--- config.mk ---
export PLATFORM = sky130hd
export DESIGN_NAME = song_playback_ctrl
export DESIGN_NICKNAME = d
export VERILOG_FILES = /design/src/rtl/piano_pkg.sv /design/src/rtl/beat_gen.sv /design/src/rtl/song_playback_ctrl.sv
export SDC_FILE = /design/constraint.sdc
export NUM_CORES = 1
export LEC_CHECK = 0
export BUFFER_PORTS_ARGS = -buffer_cell sky130_fd_sc_hd__clkbuf_2
export CAP_MARGIN = 10
export CORE_UTILIZATION = 60
export CTS_CLUSTER_SIZE = 40
export DETAILED_ROUTE_END_ITERATION = 8
export PLACE_DENSITY = 0.82
export SETUP_SLACK_MARGIN = 0.02
export SYNTH_ARGS = -nofsm -noshare
export SYNTH_HDL_FRONTEND = slang
export SYNTH_SLANG_ARGS = --single-unit
--- constraint.sdc ---
create_clock -name clk_5m -period 6.4 [get_ports clk_5m]
set_clock_uncertainty 0.2 [all_clocks]
set_input_delay 0.32 -clock clk_5m [delete_from_list [all_inputs] [get_ports clk_5m]]
set_output_delay 0.32 -clock clk_5m [all_outputs]
set_load 0.01 [all_outputs]
--- src/rtl/piano_pkg.sv ---
// Shared definitions for the song playback path: transport state codes,
// tempo divisor table and the rest (silence) note code.
package piano_pkg;

    typedef enum logic [1:0] {
        ST_IDLE  = 2'd0,
        ST_PLAY  = 2'd1,
        ST_PAUSE = 2'd2
    } pb_state_e;

    localparam logic [3:0] NOTE_REST = 4'b0000;

    // Clocks of clk_5m per beat: 4, 5.33, 8 and 2.67 beats per second.
    localparam int unsigned TEMPO_DIV_0 = 32'd1250000;
    localparam int unsigned TEMPO_DIV_1 = 32'd937500;
    localparam int unsigned TEMPO_DIV_2 = 32'd625000;
    localparam int unsigned TEMPO_DIV_3 = 32'd1875000;

    // Beat length for a tempo index after the simulation speed-up shift.
    function automatic int unsigned tempo_div(input logic [1:0] sel,
                                              input int unsigned shift);
        int unsigned d;
        case (sel)
            2'd0:    d = TEMPO_DIV_0;
            2'd1:    d = TEMPO_DIV_1;
            2'd2:    d = TEMPO_DIV_2;
            default: d = TEMPO_DIV_3;
        endcase
        return d >> shift;
    endfunction

endpackage

--- src/rtl/beat_gen.sv ---
// Beat divider: counts clk_5m cycles while running and flags the terminal
// cycle of each beat. The beat length is latched at PLAY entry and at every
// terminal, so a tempo change made mid-beat applies from the next beat.
// The terminal flag is combinational; the caller decides whether it turns
// into a beat tick (the last beat of a non-looping song ends in done instead).
module beat_gen
    import piano_pkg::*;
#(
    parameter int DIV_W     = 21,
    parameter int DIV_SHIFT = 0
) (
    input  logic       clk_5m,
    input  logic       rst_n,
    input  logic       run,
    input  logic       clear,
    input  logic       load,
    input  logic [1:0] tempo_sel,
    output logic       term
);

    localparam logic [DIV_W-1:0] LIM_RESET = DIV_W'(tempo_div(2'd0, DIV_SHIFT));

    logic [DIV_W-1:0] div_cnt_q, div_cnt_d;
    logic [DIV_W-1:0] div_lim_q, div_lim_d;
    logic [DIV_W-1:0] lim_sel;

    // Terminal detection and next counter / limit values
    always_comb begin
        lim_sel   = DIV_W'(tempo_div(tempo_sel, DIV_SHIFT));
        term      = run && (div_cnt_q == div_lim_q - DIV_W'(1));
        div_cnt_d = div_cnt_q;
        div_lim_d = div_lim_q;
        if (clear) begin
            div_cnt_d = '0;
        end else if (run) begin
            div_cnt_d = term ? '0 : div_cnt_q + DIV_W'(1);
        end
        if (load || term) begin
            div_lim_d = lim_sel;
        end
    end

    // Counter and limit registers
    always_ff @(posedge clk_5m or negedge rst_n) begin
        if (!rst_n) begin
            div_cnt_q <= '0;
            div_lim_q <= LIM_RESET;
        end else begin
            div_cnt_q <= div_cnt_d;
            div_lim_q <= div_lim_d;
        end
    end

endmodule

--- src/rtl/song_playback_ctrl.sv ---
// Song transport and note-bus arbiter. Sequences the song ROM step address
// through play / pause / stop / loop at the selected tempo and drives the
// tone generator from the live keyboard when a key is held, otherwise from
// the song while playing, otherwise silence.
//
// state    | meaning
// ST_IDLE  | stopped, step rewound to 0, divider cleared
// ST_PLAY  | divider running, step advances on every beat terminal
// ST_PAUSE | divider and step frozen, cmd_play resumes where it left off
module song_playback_ctrl
    import piano_pkg::*;
#(
    parameter int SONG_LEN  = 236,
    parameter int STEP_W    = 10,
    parameter int DIV_W     = 21,
    parameter int DIV_SHIFT = 0
) (
    input  logic              clk_5m,
    input  logic              rst_n,
    input  logic              cmd_play,
    input  logic              cmd_pause,
    input  logic              cmd_stop,
    input  logic              loop_en,
    input  logic [1:0]        tempo_sel,
    input  logic [3:0]        key_med,
    input  logic [3:0]        key_low,
    input  logic [3:0]        song_med,
    input  logic [3:0]        song_low,
    output logic [STEP_W-1:0] song_step,
    output logic [3:0]        med,
    output logic [3:0]        low,
    output logic [1:0]        state,
    output logic              beat_tick,
    output logic              done
);

    localparam logic [STEP_W-1:0] LAST_STEP = STEP_W'(SONG_LEN - 1);

    pb_state_e         state_q, state_d;
    logic [STEP_W-1:0] step_q, step_d;
    logic [3:0]        med_q, med_d;
    logic [3:0]        low_q, low_d;
    logic              tick_q, tick_d;
    logic              done_q, done_d;

    logic              start;
    logic              bg_run;
    logic              bg_clear;
    logic              bg_term;
    logic              key_active;
    logic              last_step;

    // Command decode; stop outranks pause, pause outranks play. A terminal
    // landing on a stop or pause cycle is swallowed by dropping run.
    always_comb begin
        start      = (state_q == ST_IDLE) && cmd_play && !cmd_stop && !cmd_pause;
        bg_run     = (state_q == ST_PLAY) && !cmd_stop && !cmd_pause;
        bg_clear   = cmd_stop || (state_q == ST_IDLE);
        key_active = (key_med != NOTE_REST) || (key_low != NOTE_REST);
        last_step  = (step_q == LAST_STEP);
    end

    beat_gen #(
        .DIV_W     (DIV_W),
        .DIV_SHIFT (DIV_SHIFT)
    ) u_beat_gen (
        .clk_5m    (clk_5m),
        .rst_n     (rst_n),
        .run       (bg_run),
        .clear     (bg_clear),
        .load      (start),
        .tempo_sel (tempo_sel),
        .term      (bg_term)
    );

    // Transport FSM next state, step counter and one-cycle strobes
    always_comb begin
        state_d = state_q;
        step_d  = step_q;
        tick_d  = 1'b0;
        done_d  = 1'b0;
        if (cmd_stop) begin
            state_d = ST_IDLE;
            step_d  = '0;
        end else begin
            case (state_q)
                ST_IDLE: begin
                    if (start) begin
                        state_d = ST_PLAY;
                        step_d  = '0;
                    end
                end
                ST_PLAY: begin
                    if (cmd_pause) begin
                        state_d = ST_PAUSE;
                    end else if (bg_term) begin
                        if (!last_step) begin
                            step_d = step_q + STEP_W'(1);
                            tick_d = 1'b1;
                        end else if (loop_en) begin
                            step_d = '0;
                            tick_d = 1'b1;
                        end else begin
                            // End of song: the final beat reports done, not a tick.
                            state_d = ST_IDLE;
                            step_d  = '0;
                            done_d  = 1'b1;
                        end
                    end
                end
                ST_PAUSE: begin
                    if (cmd_play && !cmd_pause) begin
                        state_d = ST_PLAY;
                    end
                end
                default: begin
                    state_d = ST_IDLE;
                    step_d  = '0;
                end
            endcase
        end
    end

    // Note bus arbitration: keyboard wins, song only while playing
    always_comb begin
        med_d = NOTE_REST;
        low_d = NOTE_REST;
        if (key_active) begin
            med_d = key_med;
            low_d = key_low;
        end else if (state_q == ST_PLAY) begin
            med_d = song_med;
            low_d = song_low;
        end
    end

    // State and output registers
    always_ff @(posedge clk_5m or negedge rst_n) begin
        if (!rst_n) begin
            state_q <= ST_IDLE;
            step_q  <= '0;
            med_q   <= NOTE_REST;
            low_q   <= NOTE_REST;
            tick_q  <= 1'b0;
            done_q  <= 1'b0;
        end else begin
            state_q <= state_d;
            step_q  <= step_d;
            med_q   <= med_d;
            low_q   <= low_d;
            tick_q  <= tick_d;
            done_q  <= done_d;
        end
    end

    assign song_step = step_q;
    assign med       = med_q;
    assign low       = low_q;
    assign state     = state_q;
    assign beat_tick = tick_q;
    assign done      = done_q;

endmodule

; ---- Yosys cells after proc, flatten, opt, wreduce, memory -nomap -nowiden
; Cells that the tools add are included.
[word_totals]
register_bits = 64
latchBits = 0
ramBits = 0
rom_bits = 0
in_bits = 24
elab_cells = 78
n_memories = 0
[op_classes]
add_sub_neg = 3
multipliers = 0
div = 0
order_cmp = 0
n_eq_ne = 14
shifts = 0
mux = 34
n_bitwise = 0
n_reduce_logical = 19
[op_table]
columns = op, n
row1 = two-way mux 21 bit, 3
row2 = case mux 21 bit (3 select lines), 1
row3 = two-way mux 10 bit, 5
row4 = case mux 10 bit (3 select lines), 1
row5 = "adder 21 x 1 -> 21 bit, second input constant", 1
row6 = equality test 21 bit, 1
row7 = "subtractor 21 x 1 -> 21 bit, second input constant", 1
row8 = two-way mux 4 bit, 4
row9 = two-way mux 2 bit, 7
row10 = two-way mux 1 bit, 12
row11 = "!= test 4 bit, second input constant", 3
row12 = "adder 10 x 1 -> 10 bit, second input constant", 1
row13 = "equality test 10 x 8 -> 1 bit, second input constant", 1
row14 = "!= test 3 bit, second input constant", 3
row15 = nonzero test 4 bit, 2
row16 = logical AND 1 bit, 7
row17 = case mux 2 bit (3 select lines), 1
row18 = AND reduction 5 bit, 1
row19 = "equality test 2 x 1 -> 1 bit, second input constant", 2
row20 = "equality test 2 bit, second input constant", 2
row21 = zero test 2 bit, 2
row22 = AND reduction 4 bit, 1
row23 = logical OR 1 bit, 3
row24 = "!= test 3 x 2 -> 1 bit, second input constant", 1
row25 = 3 further kinds, 4

; ---- Logic depth before layout (Yosys ltp)
; Gate-level depths: netlist of run 1.
[depth]
depth_word = 8
mapped_depth = 12

; ---- Modules after synthesis
; A second synthesis of run 1 with hierarchy kept.
[unflattened]
hier_cells = 389
hier_area_um2 = 3514.6
[by_module_without_submodules]
columns = module, n_inst, cells_per_inst, area_each_um2, seq_area_each_um2
row1 = beat_gen, 1, 278, 2394.8, 782.0
row2 = song_playback_ctrl, 1, 111, 1119.8, 550.5

; ---- Worst setup path after synthesis of run 1
; OpenSTA, ideal clock, no wires.
[synth_timing]
path_type = flip-flop to flip-flop
start = register u_beat_gen.div_lim_q[19]
end = register step_q[9] (netlist: song_step[9])
setup_time_ns = 0.133
arrival_ns = 3.477
setup_slack_ns = 2.590
path_stages_with_launch = 13
period_less_slack_ns = 3.810
path_cell_list = dfrtp_1 buf_2 inv_1 ha_1 nor4b_1 nand4_1 xnor2_1 or4_1 or4_1 buf_2 buf_2 o311ai_2 o31ai_2
[synth_via]
elab_chain_cells = 5
[synth_rtl]
columns = element, line_no
row1 = start: declaration, beat_gen.sv:24  ; logic [DIV_W-1:0] div_lim_q, div_lim_d;
row2 = start signal: assignment, beat_gen.sv:50  ; div_lim_q <= div_lim_d;
row3 = subtractor 21 x 1 -> 21 bit, beat_gen.sv:30  ; term = run && (div_cnt_q == div_lim_q - DIV_W'(1));
row4 = equality test 21 bit, beat_gen.sv:30
row5 = logical AND 1 bit, beat_gen.sv:30
row6 = != test 3 bit (no source line), --
row7 = AND reduction 4 bit (no source line), --
row8 = end signal: assignment, song_playback_ctrl.sv:148  ; step_q <= step_d;
row9 = end: declaration, song_playback_ctrl.sv:40  ; logic [STEP_W-1:0] step_q, step_d;
; No other way between the ends.
; A chain may end at the register's enable or synchronous reset.

; ---- Final worst setup path of run 1
[layout_timing]
start = register u_beat_gen.div_lim_q[19]
end = register u_beat_gen.div_cnt_q[8]
[layout_via]
elab_chain_cells = 6
[layout_rtl]
columns = element, line_no
row1 = subtractor 21 x 1 -> 21 bit, beat_gen.sv:30
row2 = equality test 21 bit, beat_gen.sv:30
row3 = logical AND 1 bit, beat_gen.sv:30
row4 = two-way mux 21 bit, beat_gen.sv:36  ; div_cnt_d = term ? '0 : div_cnt_q + DIV_W'(1);
row5 = two-way mux 21 bit, beat_gen.sv:35  ; end else if (run) begin
row6 = two-way mux 21 bit, beat_gen.sv:33  ; if (clear) begin
row7 = end signal: assignment, beat_gen.sv:49  ; div_cnt_q <= div_cnt_d;
row8 = end: declaration, beat_gen.sv:23  ; logic [DIV_W-1:0] div_cnt_q, div_cnt_d;
; No other way between the ends. The select of a mux whose other input is x is not followed.

==> impl_metrics.tcl, run 1 <==
set metrics [dict create \
    die_h_um 78.5 \
    critPathKind "register to register" \
    post-route-util_pct 70.1 \
    min_period_ns 4.56 \
    numPortBuffers 45 \
    clk_latency_ns 0.32 \
    rsz0062_at_grt "no" \
    worstSetupStartpointType "register" \
    core_area_mm2 0.00557 \
    yosysSeqAreaShare_pct 38.0 \
    worstPathArrival_ns 4.54 \
    ys_ff_latch 53 \
    netlist-cell-type-count 61 \
    min_path_type "primary input to register" \
    top_level_ports 46 \
    worstMarginPinSlew_ns 0.995 \
    clock.fmax_mhz 219 \
    async_flop_share_pct 100 \
    drc_errors 0 \
    status "completed" \
    hold_ws_ns 0.00577 \
    synth_flop_cell "dfrtp_1" \
    grt_pass1_wl_mm 14.3 \
    required_ns 6.38 \
    cts_root_buf "clkbuf_8" \
    fillers 461 \
    fp-row-count 27 \
    grt_use_total_pct 29.6 \
    final_cell_area_mm2 0.00391 \
    cts_max_path_buffers 2 \
    cts_sinks 53 \
    grt_overflow_total 0 \
    ctsResizeCount 0 \
    finalWirelength_mm 8.63 \
    fp.dieW_um 78.5 \
    ir_worst_vdd_v 0.000112 \
    cts_tree "yes" \
    drv_cap 0 \
    final_max_slew_viol_count 0 \
    gp_congestion 0.912 \
    synth.net_count 418 \
    vias 3171 \
    routed_via_density 6.39 \
    cp_top_family "simple AND/OR/NAND/NOR gates" \
    tns_ns 0 \
    final_nets 457 \
    synth.avg_cell_area_um2 9.11 \
    crit_chain "inv_1, ha_1, nor4b_1, nand4_1, xnor2_1, or3b_2, or4_1, buf_4, nand2_1, o311ai_0" \
    n_antenna_cell 0 \
    htree_levels 2 \
    initial_core_util_pct 62.9 \
    grt_max_degree 54 \
    cp_max_fo 35 \
    synth_warnings 0 \
    syn_inst 385 \
    slew_headroom_pct 32.7 \
    cts.clk_slew.worst_paths_ns 0.10 \
    hpwl_mm 5.87 \
    setup-violations-final 0 \
    syn2layout_area_growth_pct 11.3 \
    detail_route.iter0.violations 218 \
    numCtsBuffers 5 \
    multi_input_area_mm2 0.00199 \
    power.density_mw_per_mm2 194 \
    worst-path-buf-inv 2 \
    synth-edff-count 0 \
    cpPeakStageDelay_ns 0.83 \
    die_area_mm2 0.00616 \
    crit_slowest_cell "nor4b_1" \
    endpoint_kind "register" \
    drive_above_1_share_pct 19.3 \
    ant_nets 0 \
    placed_area_mm2 0.00372 \
    finalHoldViolCount 0 \
    post_cts_buffers 0 \
    grt_pass1_vias 3002 \
    wl_per_cell_um 17.4 \
    antenna_found_initial 0 \
    drtPass1Iterations 4 \
    leakagePower_nw 1.70 \
    regArea_mm2 0.00133 \
    netlist_area_mm2 0.00351 \
    fin_crit_sh_pct 71.3 \
]
cell usage in the layout (no fill, tap or decap), drive strengths merged, types with 8 or more instances in the layout:
master / synthesis / final
dfrtp: 48 / 48
nor2: 28 / 28
dlygate4sd3: 0 / 9
a21o: 9 / 9
clkbuf: 15 / 51
nand4: 18 / 18
nor4: 10 / 10
nor3: 10 / 10
nand2: 34 / 34
nand3: 22 / 22
o311ai: 16 / 16
xor2: 8 / 8
ha: 9 / 9
xnor2: 11 / 11
inv: 14 / 14
o21ai: 12 / 12
cell type report:
type	count	share of cell area, %
timing repair buffer	58	8.84
clock inverter	1	0.192
inverter	14	1.35
sequential	53	34.1
multi-input combinational	292	51.1
clock buffer	6	2.11
tap	72	2.31
metrics by stage:
step / power, W / setup slack [ns] / instances
2_1_floorplan: 0.000509 / 2.59 / 385
3_3_place_gp: 0.000549 / 2.18 / 480
3_5_place_dp: 0.000556 / 1.95 / 480
4_1_cts: 0.000757 / 1.91 / 496
5_1_grt: 0.000790 / 1.53 / 496
6_report: 0.000757 / 1.84 / 496
final timing paths:
| kind | startpoint | end | slack (ns) | cells past startpoint |
|---|---|---|---|---|
| min in group asynchronous | rst_n | med[1] | 0.45 | 3 |
| max in group asynchronous | rst_n | u_beat_gen.div_lim_q[15] | 5.08 | 3 |
| min reg2reg | u_beat_gen.div_cnt_q[0] | u_beat_gen.div_cnt_q[0] | 0.35 | 1 |
| max reg2reg | u_beat_gen.div_lim_q[19] | u_beat_gen.div_cnt_q[8] | 1.84 | 10 |
| min | key_med[0] | med[0] | 0.006 | 2 |
| max | u_beat_gen.div_lim_q[19] | u_beat_gen.div_cnt_q[8] | 1.84 | 10 |
synth_stat cells, drive strengths merged (6+ instances only):
| cell type | instances | area share (%) |
|---|---|---|
| clkbuf | 15 | 1.6 |
| nand2b | 7 | 1.2 |
| nand4 | 18 | 3.2 |
| ha | 9 | 3.2 |
| mux2 | 6 | 2.5 |
| xor2 | 8 | 2.0 |
| nor3 | 10 | 1.4 |
| nor2b | 7 | 1.2 |
| mux2i | 6 | 1.7 |
| a21o | 9 | 1.9 |
| buf | 11 | 2.1 |
| or4 | 7 | 1.5 |
| nor4 | 10 | 2.2 |
| nand2 | 34 | 3.6 |
| nor2 | 28 | 3.0 |
| o211ai | 7 | 1.5 |
| o311ai | 16 | 4.4 |
| o21ai | 12 | 1.7 |
| xnor2 | 11 | 2.7 |
| dfrtp | 48 | 34 |
| nand3 | 22 | 3.1 |
| inv | 14 | 1.5 |
cells by family (layout without fill, tap and decap cells):
kind of cell               after synthesis  in the layout  share of synthesized area, %
AOI/OAI and AO/OA                       73             73                          16.2
xor gates and xnor gates                19             19                          4.74
adders and majority gates                9              9                          3.21
buffers and inverters                   40             79                          5.17
DFF                                     53             53                          38.0
muxes                                   12             12                          4.17
and+or+nand+nor                        179            179                          28.5
report_power, final:
| part | internal (W) | switching [W] | leakage (nW) | total [W] |
|---|---|---|---|---|
| Clock | 0.0000858 | 0.000113 | 0.0433 | 0.000199 |
| Sequential | 0.000358 | 0.0000444 | 0.693 | 0.000403 |
| Combinational | 0.0000735 | 0.0000815 | 0.959 | 0.000155 |
| Total | 0.000518 | 0.000239 | 1.70 | 0.000757 |
registers in the layout, indices dropped and copies added (netlist names):
register              count
state                     2
beat_tick                 1
low                       4
song_step                10
u_beat_gen.div_cnt_q     21
u_beat_gen.div_lim_q     10
done                      1
med                       4
repair_timing:
item                                   CTS  global route
endpoints found under the hold margin   53             0
hold buffers                             9             0
setup endpoints to repair                0             0
routing by layer:
metal  GRT usage [%]  share of wire, %  vias up
met5               0                 0        -
met4            10.6               1.9        0
met3            5.12               5.9       17
met2            47.4                48      117
met1            40.3                44     1525
li1                -                 -     1512
Note: power is estimated with default switching activity, not from simulation.
==> inputs of run 2 (changes only) <==
- CORE_UTILIZATION: 60 -> 53
- PLACE_DENSITY: 0.82 -> 0.77
- clock period: 6.4 -> 4.1 ns (I/O delays scaled with it)
==> run 2 against run 1 <==
Against the previous run:
- die area increased by 13%
- power rose by 64%
- highest routed layer unchanged
- sequential power grew 54%
- largest power group unchanged
- first-iteration DRC count down 3.7%
- sequential share of layout area is 1.4 points lower
- final cell count grew 4.2%
- non-clock buffer count increased by 15
- critical endpoint is now u_beat_gen.div_cnt_q[16]
- critical path type unchanged
==> impl_metrics.tcl, run 2 (synthesis gave the netlist of run 1 again) <==
set metrics [dict create \
    cts.clk_slew.worst_paths_ns 0.09 \
    top_register "u_beat_gen.div_cnt_q" \
    grt_pass1_wl_mm 14.7 \
    min_path_type "primary input to register" \
    vias 3253 \
    worstMarginPinSlew_ns 0.668 \
    fp.dieW_um 83.4 \
    detail_route.iter0.violations 210 \
    grt_max_degree 54 \
    largest_reg_flops 21 \
    cts_sinks 53 \
    htree_levels 2 \
    fin_crit_sh_pct 93.8 \
    ant_nets 0 \
    grt_overflow_total 0 \
    hpwl_mm 5.86 \
    setup-violations-final 0 \
    r2r_slack_ns 0.25 \
    worstPathArrival_ns 3.83 \
    required_ns 4.09 \
    slew_headroom_pct 55.5 \
    numPortBuffers 45 \
    top_level_ports 46 \
    numCtsBuffers 5 \
    endpoint_kind "register" \
    grt_pass1_vias 3055 \
    die_h_um 83.4 \
    cts_root_buf "clkbuf_8" \
    layout_common_cells "48 x dfrtp_1, 45 x clkbuf_2, 33 x nand2_1" \
    cts_max_path_buffers 2 \
    die_area_mm2 0.00695 \
    finalHoldViolCount 0 \
    fp-row-count 29 \
    clk_latency_ns 0.30 \
    antenna_found_initial 0 \
    grt_use_total_pct 26.1 \
    final_max_slew_viol_count 0 \
    fin_ws_ns 0.255 \
    post-route-util_pct 63.7 \
    n_antenna_cell 0 \
    status "completed" \
    cts_tree "yes" \
    gp_congestion 0.870 \
    critPathKind "register to register" \
    dp_cells 490 \
    rsz0062_at_grt "no" \
    drv_cap 0 \
    post_cts_buffers 0 \
    clock.fmax_mhz 260 \
    routed_via_density 6.29 \
    fillers 515 \
    min_period_ns 3.85 \
    drtPass1Iterations 4 \
    syn2layout_area_growth_pct 16.0 \
    initial_core_util_pct 54.9 \
    wl_per_cell_um 16.8 \
    finalWirelength_mm 8.68 \
    power.density_mw_per_mm2 304 \
    cp_max_fo 20 \
    drive_above_1_share_pct 20.0 \
    leakagePower_nw 1.77 \
    tns_ns 0 \
    drc_errors 0 \
    total_power_w 0.00124 \
    ir_worst_vdd_v 0.000197 \
    final_nets 472 \
    instances_no_fill 517 \
    final_common_cell "dfrtp_1" \
    core_area_mm2 0.00639 \
    post-place-ws_ns 0.306 \
    worstSetupStartpointType "register" \
]
[run 2: metal layers]
layer	wire length, um	global-route usage, %	vias to the layer above	part of all wire (%)
met5	0	0	-	0
met4	277	12.4	0	3.2
met3	476	4.37	20	5.5
met2	4110	42.5	119	47
met1	3820	33.8	1576	44
li1	-	-	1538	-
[run 2: report_power, final]
group          switching, W  internal, W
Clock              0.000171     0.000182
Combinational      0.000140     0.000127
Sequential        0.0000595     0.000560
[run 2: layout make-up]
| type | instances | area (um2) | share of cell area (%) |
|---|---|---|---|
| clock inverter | 2 | 35.0 | 0.861 |
| tap | 77 | 96.3 | 2.37 |
| clock buffer | 6 | 72.6 | 1.78 |
| multi-input combinational | 292 | 2000 | 49.1 |
| timing repair buffer | 73 | 483 | 11.9 |
| sequential | 53 | 1330 | 32.7 |
| inverter | 14 | 52.6 | 1.29 |
[run 2: critical path: stages (launching register included)]
cell	delay, ns
dfrtp_1	0.47
inv_1	0.11
ha_1	0.23
nor4b_1	0.32
buf_4	0.21
nand4_1	0.16
xnor2_1	0.20
or3b_2	0.47
or4_1	0.56
buf_4	0.24
and2_1	0.22
a221o_1	0.32
[run 2: path summary, 6_finish.rpt]
kind | start | to | cells past startpoint
setup / recovery | u_beat_gen.div_lim_q[19] | u_beat_gen.div_cnt_q[16] | 11
hold / removal | tempo_sel[1] | u_beat_gen.div_lim_q[4] | 3
setup reg to reg | u_beat_gen.div_lim_q[19] | u_beat_gen.div_cnt_q[16] | 11
hold reg to reg | u_beat_gen.div_cnt_q[1] | u_beat_gen.div_cnt_q[1] | 1
max in group asynchronous | rst_n | u_beat_gen.div_cnt_q[16] | 3
min in group asynchronous | rst_n | song_step[5] | 3
[run 2: repair_timing]
item                       in CTS  in global routing
hold buffers                   19                  0
setup endpoints to repair       0                 11
hold endpoints to repair       59                  0
gates resized for setup         0                  1
[run 2: through the flow]
stage / area (um2) / hold WS [ns]
global route: 4070 / 0.0257
finish: 4070 / 0.0210
detailed placement: 3770 / 0.179
floorplan: 3510 / -0.291
global placement: 3770 / 0.163
CTS: 4070 / 0.0248
==> inputs of run 3 (changes only) <==
- PLACE_DENSITY: 0.77 -> 0.88
==> run 3 against run 2 <==
Against the previous run:
- first-iteration DRC count is 36% higher
- die area stayed put
- fmax is 1.9% higher
- sequential power hardly changed
- register-to-register slack better by 0.07 ns
- combinational power is 3% higher
- non-clock buffer count is 1 lower
- wire length is 0.69% higher
- via count stayed put
- critical path type unchanged
==> impl_metrics.tcl, run 3 (synthesis gave the netlist of run 1 again) <==
set metrics [dict create \
    tns_ns 0 \
    post-route-util_pct 63.2 \
    p_int_w 0.000807 \
    cts_tree "yes" \
    detail_route.iter0.violations 285 \
    hpwl_mm 5.90 \
    worstSetupStartpointType "register" \
    numPortBuffers 45 \
    antenna_found_initial 0 \
    r2r.worst_path.cells 8 \
    grt_max_degree 54 \
    min_path_type "primary input to register" \
    drv_cap 0 \
    htree_levels 2 \
    finalWirelength_mm 8.74 \
    hold_depth 3 \
    drc_errors 0 \
    fp-row-count 29 \
    grt_pass1_wl_mm 14.8 \
    ctsResizeCount 0 \
    die_area_mm2 0.00695 \
    slew_headroom_pct 54.0 \
    worstPathArrival_ns 3.74 \
    core_area_mm2 0.00639 \
    placed_area_mm2 0.00376 \
    critPathKind "register to register" \
    cp_common_cell "or4_1" \
    final_nets 471 \
    rsz0062_at_grt "no" \
    leakagePower_nw 1.76 \
    gp_congestion 0.862 \
    post_cts_buffers 0 \
    cts_sinks 53 \
    setup-violations-final 0 \
    grt_use_total_pct 25.8 \
    min_period_ns 3.77 \
    grt_overflow_total 0 \
    status "completed" \
    die_h_um 83.4 \
    n_antenna_cell 0 \
    initial_core_util_pct 54.9 \
    ir_worst_vdd_v 0.000223 \
    cts_max_path_buffers 2 \
    top_register "u_beat_gen.div_cnt_q" \
    fp.dieW_um 83.4 \
    r2r_slack_ns 0.33 \
    numCtsBuffers 5 \
    fin_crit_sh_pct 92.0 \
    grt_pass1_vias 3134 \
    clk_latency_ns 0.31 \
    comb_power_share_pct 23.1 \
    worstMarginPinSlew_ns 0.690 \
    clock.fmax_mhz 265 \
    timing.rr.end "u_beat_gen.div_cnt_q[14]" \
    endpoint_kind "register" \
    cts_root_buf "clkbuf_8" \
    vias 3253 \
    drtPass1Iterations 4 \
    cts_hold_buf 19 \
    seq_power_share_pct 52.0 \
    cpPeakStageDelay_ns 0.66 \
    power.density_mw_per_mm2 294 \
    finalHoldViolCount 0 \
    wl_per_cell_um 16.9 \
    top_level_ports 46 \
    cp_max_fo 35 \
    drive_above_1_share_pct 19.6 \
    reg2reg_from "u_beat_gen.div_lim_q[17]" \
    worst-path-buf-inv 1 \
    routed_via_density 6.30 \
    hp-start "tempo_sel[1]" \
    hold_end "u_beat_gen.div_lim_q[4]" \
    crit_chain "xor2_1, or4_1, mux2_2, or4_1, or4_1, buf_4, nand2_1, o311ai_0" \
    p_sw_w 0.000378 \
    cts.clk_slew.worst_paths_ns 0.10 \
    ant_nets 0 \
    swShare_pct 31.9 \
    layout_common_cells "48 x dfrtp_1, 45 x clkbuf_2, 34 x nand2_1" \
    required_ns 4.06 \
    clkPwrFrac_pct 24.9 \
    final_common_cell "dfrtp_1" \
    crit_slowest_cell "dfstp_2" \
    final_max_slew_viol_count 0 \
    final_cell_area_mm2 0.00403 \
    largest_reg_flops 21 \
    syn2layout_area_growth_pct 15.0 \
    cp_top_family "simple AND/OR/NAND/NOR gates" \
]
[run 3: cell types whose count changed in the layout (fill, tap and decap cells not counted)]
cell / previous run / this run
buf_4: 9 / 8
bufinv_16: 1 / 0
clkinv_2: 1 / 2
nand2_1: 33 / 34
nand2_2: 1 / 0
[run 3: metal layers]
metal	global-route usage (%)	part of all wire [%]	wire, um	vias up
met4	10.3	2.0	173	0
met5	0	0	0	-
met2	43.2	49	4270	131
li1	-	-	-	1532
met1	33.1	44	3820	1572
met3	4.27	5.5	480	18
[run 3: layout make-up]
class                           instances  area (um2)
Inverter                               14        52.6
Tap cell                               77        96.3
Timing Repair Buffer                   72         475
Multi-Input combinational cell        292        1990
Fill cell                             495        2350
Clock buffer                            6        72.6
Sequential cell                        53        1330
Clock inverter                          2        10.0
[run 3: power groups by stage]
stage / Clock (W) / Sequential [W] / Combinational (W)
after floorplan: 0 / 0.000595 / 0.000200
after global placement: 0 / 0.000621 / 0.000245
after detailed placement: 0 / 0.000623 / 0.000255
after CTS: 0.000298 / 0.000612 / 0.000270
after global routing: 0.000325 / 0.000619 / 0.000299
final: 0.000295 / 0.000616 / 0.000274
[run 3: worst reg2reg max path, delay by kind of cell, from the launching register on]
kind / cells / cell delay [ns]
buffers and inverters: 1 / 0.27
xor gates and xnor gates: 1 / 0.11
DFF: 1 / 0.66
AOI/OAI and AO/OA: 1 / 0.20
muxes: 1 / 0.29
and+or+nand+nor: 4 / 1.90
[run 3: worst max-delay path by stage]
stage	startpoint	endpoint	cells after the start
6_report	u_beat_gen.div_lim_q[17]	u_beat_gen.div_cnt_q[14]	8
5_1_grt	u_beat_gen.div_lim_q[14]	u_beat_gen.div_cnt_q[12]	11
4_1_cts	u_beat_gen.div_lim_q[17]	u_beat_gen.div_cnt_q[7]	8
3_5_place_dp	u_beat_gen.div_lim_q[17]	u_beat_gen.div_cnt_q[7]	8
3_3_place_gp	u_beat_gen.div_lim_q[17]	song_step[9]	8
2_1_floorplan	u_beat_gen.div_lim_q[19]	song_step[9]	12
[run 3: metrics by stage]
stage / power (W) / setup WS [ns] / hold slack [ns] / instances
CTS: 0.00118 / 0.368 / 0.0131 / 516
detailed placement: 0.000877 / 0.378 / 0.172 / 489
global placement: 0.000866 / 0.473 / 0.160 / 489
global route: 0.00124 / 0.0322 / 0.0206 / 516
floorplan: 0.000795 / 0.290 / -0.291 / 385
finish: 0.00118 / 0.327 / 0.00972 / 516
